File: config.mk
export PLATFORM = sky130hd
export DESIGN_NAME = add_sub_sequencer
export DESIGN_NICKNAME = d
export VERILOG_FILES = /design/src/rtl/add_sub_pkg.sv /design/src/rtl/add_slice.sv /design/src/rtl/add_sub_sequencer.sv
export SDC_FILE = /design/constraint.sdc
export NUM_CORES = 1
export LEC_CHECK = 0
export BUFFER_PORTS_ARGS = -buffer_cell sky130_fd_sc_hd__clkbuf_2
export CORE_MARGIN = 1
export CORE_UTILIZATION = 54
export DETAILED_ROUTE_END_ITERATION = 16
export PLACE_DENSITY_LB_ADDON = 0.05
export SLEW_MARGIN = 20
export SYNTH_ARGS = -nofsm -noshare
export SYNTH_HDL_FRONTEND = slang
export SYNTH_SLANG_ARGS = --single-unit
File: constraint.sdc
create_clock -name clk -period 3.7 [get_ports clk]
set_input_delay 0.185 -clock clk [delete_from_list [all_inputs] [get_ports clk]]
set_output_delay 0.185 -clock clk [all_outputs]
set_load 0.01 [all_outputs]
File: src/rtl/add_sub_pkg.sv
// Shared definitions for the add/subtract sequencer: state encoding, width helpers.
package add_sub_pkg;

   localparam logic [1:0] IDLE = 2'd0;
   localparam logic [1:0] RUN  = 2'd1;
   localparam logic [1:0] DONE = 2'd2;

   typedef enum logic [1:0] {
      StIdle = IDLE,
      StRun  = RUN,
      StDone = DONE
   } state_e;

   // Total operand width for a given slice width and slice count.
   function automatic int unsigned op_width(input int unsigned n, input int unsigned words);
      return n * words;
   endfunction

   // Slice index width; never below one bit so WORDS=1 still has a register.
   function automatic int unsigned idx_width(input int unsigned words);
      return (words <= 1) ? 1 : $clog2(words);
   endfunction

endpackage

File: src/rtl/add_slice.sv
// Combinational N-bit ripple adder slice shared across all slices of an operation.
module add_slice #(
   parameter int unsigned N = 4
) (
   input  logic [N-1:0] a,
   input  logic [N-1:0] b,
   input  logic         c_in,
   output logic [N-1:0] sum,
   output logic         c_out
);

   logic [N:0] full;

   assign full  = {1'b0, a} + {1'b0, b} + {{N{1'b0}}, c_in};
   assign sum   = full[N-1:0];
   assign c_out = full[N];

endmodule

File: src/rtl/add_sub_sequencer.sv
// Wide add/subtract built from one shared N-bit slice, LSB slice first, carry registered
// between slices. Optional signed-overflow output enabled by ADD_SUB_OVF_DETECT_EN.
module add_sub_sequencer
   import add_sub_pkg::*;
#(
   parameter int unsigned N     = 4,
   parameter int unsigned WORDS = 4,
   localparam int unsigned W    = op_width(N, WORDS)
) (
   input  logic         clk,
   input  logic         rst_n,
   input  logic         start,
   input  logic         sub,
   input  logic [W-1:0] a,
   input  logic [W-1:0] b,
   output logic         busy,
   output logic         done,
   output logic [W-1:0] result,
   output logic         c_out
`ifdef ADD_SUB_OVF_DETECT_EN
   ,
   output logic         ovf
`endif
);

   localparam int unsigned IW = idx_width(WORDS);
   localparam logic [IW-1:0] LAST_IDX = IW'(WORDS - 1);

   state_e state_q, state_d;

   logic [W-1:0]  a_q, a_d;
   logic [W-1:0]  b_q, b_d;
   logic          carry_q, carry_d;
   logic [IW-1:0] idx_q, idx_d;
   logic [W-1:0]  result_q, result_d;
   logic          c_out_q, c_out_d;

   logic [N-1:0]  slice_a;
   logic [N-1:0]  slice_b;
   logic [N-1:0]  slice_sum;
   logic          slice_cout;
   logic          last_slice;

   assign slice_a    = a_q[idx_q*N +: N];
   assign slice_b    = b_q[idx_q*N +: N];
   assign last_slice = (idx_q == LAST_IDX);

   add_slice #(
      .N (N)
   ) u_slice (
      .a     (slice_a),
      .b     (slice_b),
      .c_in  (carry_q),
      .sum   (slice_sum),
      .c_out (slice_cout)
   );

`ifdef ADD_SUB_OVF_DETECT_EN
   logic ovf_q, ovf_d;
   logic msb_cin;

   // Carry into the slice MSB recovered from its sum bit.
   assign msb_cin = slice_a[N-1] ^ slice_b[N-1] ^ slice_sum[N-1];
`endif

   // State register.
   always_ff @(posedge clk or negedge rst_n) begin
      if (!rst_n) begin
         state_q <= StIdle;
      end else begin
         state_q <= state_d;
      end
   end

   // Next-state logic.
   always_comb begin
      state_d = state_q;
      case (state_q)
         StIdle:  if (start) state_d = StRun;
         StRun:   if (last_slice) state_d = StDone;
         StDone:  state_d = StIdle;
         default: state_d = StIdle;
      endcase
   end

   // Status outputs decoded from state.
   always_comb begin
      busy = (state_q != StIdle);
      done = (state_q == StDone);
   end

   // Datapath next values: latch on accept, one slice per RUN cycle.
   always_comb begin
      a_d      = a_q;
      b_d      = b_q;
      carry_d  = carry_q;
      idx_d    = idx_q;
      result_d = result_q;
      c_out_d  = c_out_q;
`ifdef ADD_SUB_OVF_DETECT_EN
      ovf_d    = ovf_q;
`endif
      case (state_q)
         StIdle: begin
            if (start) begin
               a_d     = a;
               // Subtract as a + ~b + 1: invert b here, the +1 is the initial carry.
               b_d     = sub ? ~b : b;
               carry_d = sub;
               idx_d   = '0;
            end
         end
         StRun: begin
            result_d[idx_q*N +: N] = slice_sum;
            carry_d                = slice_cout;
            idx_d                  = idx_q + IW'(1);
            if (last_slice) begin
               c_out_d = slice_cout;
`ifdef ADD_SUB_OVF_DETECT_EN
               ovf_d   = msb_cin ^ slice_cout;
`endif
            end
         end
         default: ;
      endcase
   end

   // Datapath registers.
   always_ff @(posedge clk or negedge rst_n) begin
      if (!rst_n) begin
         a_q      <= '0;
         b_q      <= '0;
         carry_q  <= 1'b0;
         idx_q    <= '0;
         result_q <= '0;
         c_out_q  <= 1'b0;
`ifdef ADD_SUB_OVF_DETECT_EN
         ovf_q    <= 1'b0;
`endif
      end else begin
         a_q      <= a_d;
         b_q      <= b_d;
         carry_q  <= carry_d;
         idx_q    <= idx_d;
         result_q <= result_d;
         c_out_q  <= c_out_d;
`ifdef ADD_SUB_OVF_DETECT_EN
         ovf_q    <= ovf_d;
`endif
      end
   end

   assign result = result_q;
   assign c_out  = c_out_q;
`ifdef ADD_SUB_OVF_DETECT_EN
   assign ovf    = ovf_q;
`endif

endmodule

==> qor.csv <==
metric,value,unit
status,finished with violations,
failing checks,negative hold slack,
clock-pin slew on the worst setup and hold paths,0.09,ns
crit path capture type,register,
clock skew,0.0108,ns
RD Place Congestion,0.797,
crit share post-route,68.3,%
Final min period,2.53,ns
highest routed layer,met4,
GRT Util Overall,22.5,%
synthesized area,0.00266,sq mm
Leakage,0.00151,uW
overall routed net length,5180,um
Setup Crit Path Kind,register to register,
final hold viol count,10,
CTS tree,yes,
cts bufs inserted,5,
Die Wd,72.2,um
Synth Area per Inst,10.7,sq um
PnR worst setup slack,1.17,ns
first-pass GRT wire length,8830,um
core area,0.00472,sq mm
initial antenna violation count,0,
Antenna Diode Count,0,
met2 WL,2620,um
Worst-Skew Late Latency,0.31,ns
drt wl/cell,14.2,um
Hold Slack,-0.00410,ns
CTS Hold Bufs,0,
unrepaired setup endpoints after global routing,false,
row count,25,
initial drt markers,116,
startpoint types,register,
vias in the first global route,1790,
layout cells sized above 1,25.8,%
Die Y,72.2,um
PostCTS Resize Cnt,0,
remaining global-route overflow,0,
Initial Utilization,56.4,%
Antenna Nets Post-Route,0,
Synth cell types,38,
# setup viols final,0,
Area growth syn-to-layout,14.8,%
Worst Path Max Fanout,12,
Peak supply drop,0.000392,V
Max Clock Freq,396,MHz
area after detailed placement,0.00296,sq mm
# IOs,55,
CTS sink count,54,
Synth Register Bits,54,
yosys warns,0,
Setup TNS,0,ns
setup bufs post-CTS,0,
Pwr per Cell Area,889,mW/mm^2
Mapped Nets,295,
Finished Cell Area,0.00306,sq mm
Worst-Margin Slew,0.807,ns
nets@finish,344,
WP data arrival,2.70,ns
Die Footprint,0.00522,sq mm
wire length on met1,2370,um
worst-case clock buffer depth,2,
DP Worst Slack,1.19,ns
Post-Synthesis Cells,248,
Vias per Instance,5.11,
largest net degree at the start of global routing,55,
Pre-Repair DR Iteration Count,4,
MaxCap Viol Count,0,
post-detail-place hpwl,3830,um
"reg-to-reg slack, setup",1.17,ns
metal3 WL,148,um
max-slew violations,0,
clock root buffer,clkbuf_8,
via count,1865,
Max-slew headroom,46.2,%
post-synthesis sequential area ratio,50.8,%
H-tree Lvls,2,
Hold Crit Class,primary input to async pin,
number of port buffers,54,
Residual DRC,0,
CP required,3.87,ns
-- logic make-up after synthesis --
logic type               count (synthesis)  share of synthesized area [%]
flip-flops                              54                           50.8
multiplexers                             8                           6.77
adder cells (fa/ha/maj)                 11                           5.73
AO/OA/AOI/OAI                           42                           9.96
XOR/XNOR                                17                           5.59
AND/OR/NAND/NOR                         99                           17.9
buffers and inverters                   17                           3.34
-- state kept, by name, summed over array words and instances (netlist names) --
register and count:
carry_q 1, result 16, b_q 16, state_q 2, c_out 1, a_q 16, idx_q 2
-- final timing paths --
kind	startpoint	end	cells past startpoint
setup / recovery	idx_q[1]	result[6]	5
hold / removal	rst_n	result[12]	2
setup reg to reg	idx_q[1]	result[6]	5
hold reg to reg	result[10]	result[10]	2
max in group asynchronous	rst_n	b_q[5]	2
min in group clk	a[9]	a_q[9]	3
-- cell usage after synthesis --
cell type | n | area share [%]
nand3b_1 | 3 | 0.85
buf_6 | 1 | 0.42
o31ai_2 | 1 | 0.47
nor3b_2 | 1 | 0.47
xnor2_1 | 17 | 5.6
nand2b_1 | 1 | 0.24
buf_2 | 8 | 1.5
o21ai_0 | 19 | 3.6
clkbuf_1 | 4 | 0.56
o21ai_1 | 3 | 0.56
mux4_2 | 8 | 6.8
nand4_1 | 1 | 0.24
and2b_1 | 1 | 0.28
and4_1 | 1 | 0.33
nor4bb_1 | 1 | 0.38
o31ai_1 | 4 | 1.1
or2_2 | 1 | 0.24
nand3_1 | 3 | 0.56
nor4_1 | 1 | 0.24
buf_4 | 2 | 0.56
nand2_1 | 75 | 11
o211ai_1 | 1 | 0.28
a21o_1 | 1 | 0.28
inv_1 | 2 | 0.28
or4b_4 | 1 | 0.52
or4_1 | 1 | 0.28
nor4b_1 | 1 | 0.33
or3b_1 | 1 | 0.33
a21oi_1 | 4 | 0.75
and3b_1 | 1 | 0.33
fa_1 | 2 | 1.5
a21boi_0 | 1 | 0.28
nor2b_1 | 2 | 0.47
ha_1 | 9 | 4.2
and2_1 | 2 | 0.47
dfrtp_1 | 54 | 51
nand3b_4 | 1 | 0.75
a22o_1 | 8 | 2.6
-- cell type report --
cell class	instances	area, sq um
Timing Repair Buffer	57	293
Clock inverter	1	5.00
Multi-Input combinational cell	177	1230
Inverter	2	7.51
Clock buffer	7	86.3
Tap cell	67	83.8
Fill cell	404	1670
Sequential cell	54	1350
-- worst max-delay path: stages, from the launching register on --
cell,delay [ns]
dfrtp_1,0.63
mux4_2,0.40
fa_1,0.45
fa_1,0.42
xnor2_1,0.34
o21ai_0,0.15
-- through the flow --
stage / util [%] / instances / total power, uW / hold slack (ns)
2_1_floorplan: - / 248 / 2010 / -0.111
3_3_place_gp: 62.6 / 357 / 2350 / 0.344
3_5_place_dp: 62.6 / 357 / 2400 / 0.351
4_1_cts: 64.6 / 365 / 2740 / 0.0190
5_1_grt: 64.7 / 365 / 2960 / 0.0458
6_report: 64.7 / 365 / 2720 / -0.00410
-- metal layers --
metal | global-route usage (%) | vias to the layer above
met5 | 0 | -
met4 | 6.10 | 0
met3 | 4.17 | 4
met2 | 38.2 | 38
met1 | 29.6 | 879
li1 | - | 944
-- cell usage in the layout (no fill, tap or decap), drive strengths merged, types with 3 or more instances in the layout --
master	count
ha	9
buf	3
nand2	75
nand3b	4
a22o	8
xnor2	17
o21ai	22
clkbuf	61
mux4	8
o31ai	5
nand3	3
dfrtp	54
a21oi	4
-- power by group --
| part | internal, uW | switching (uW) |
|---|---|---|
| sequential | 850 | 199 |
| clock | 151 | 184 |
| combinational | 591 | 742 |
| total | 1590 | 1120 |
(Power assumes the default switching activity.)
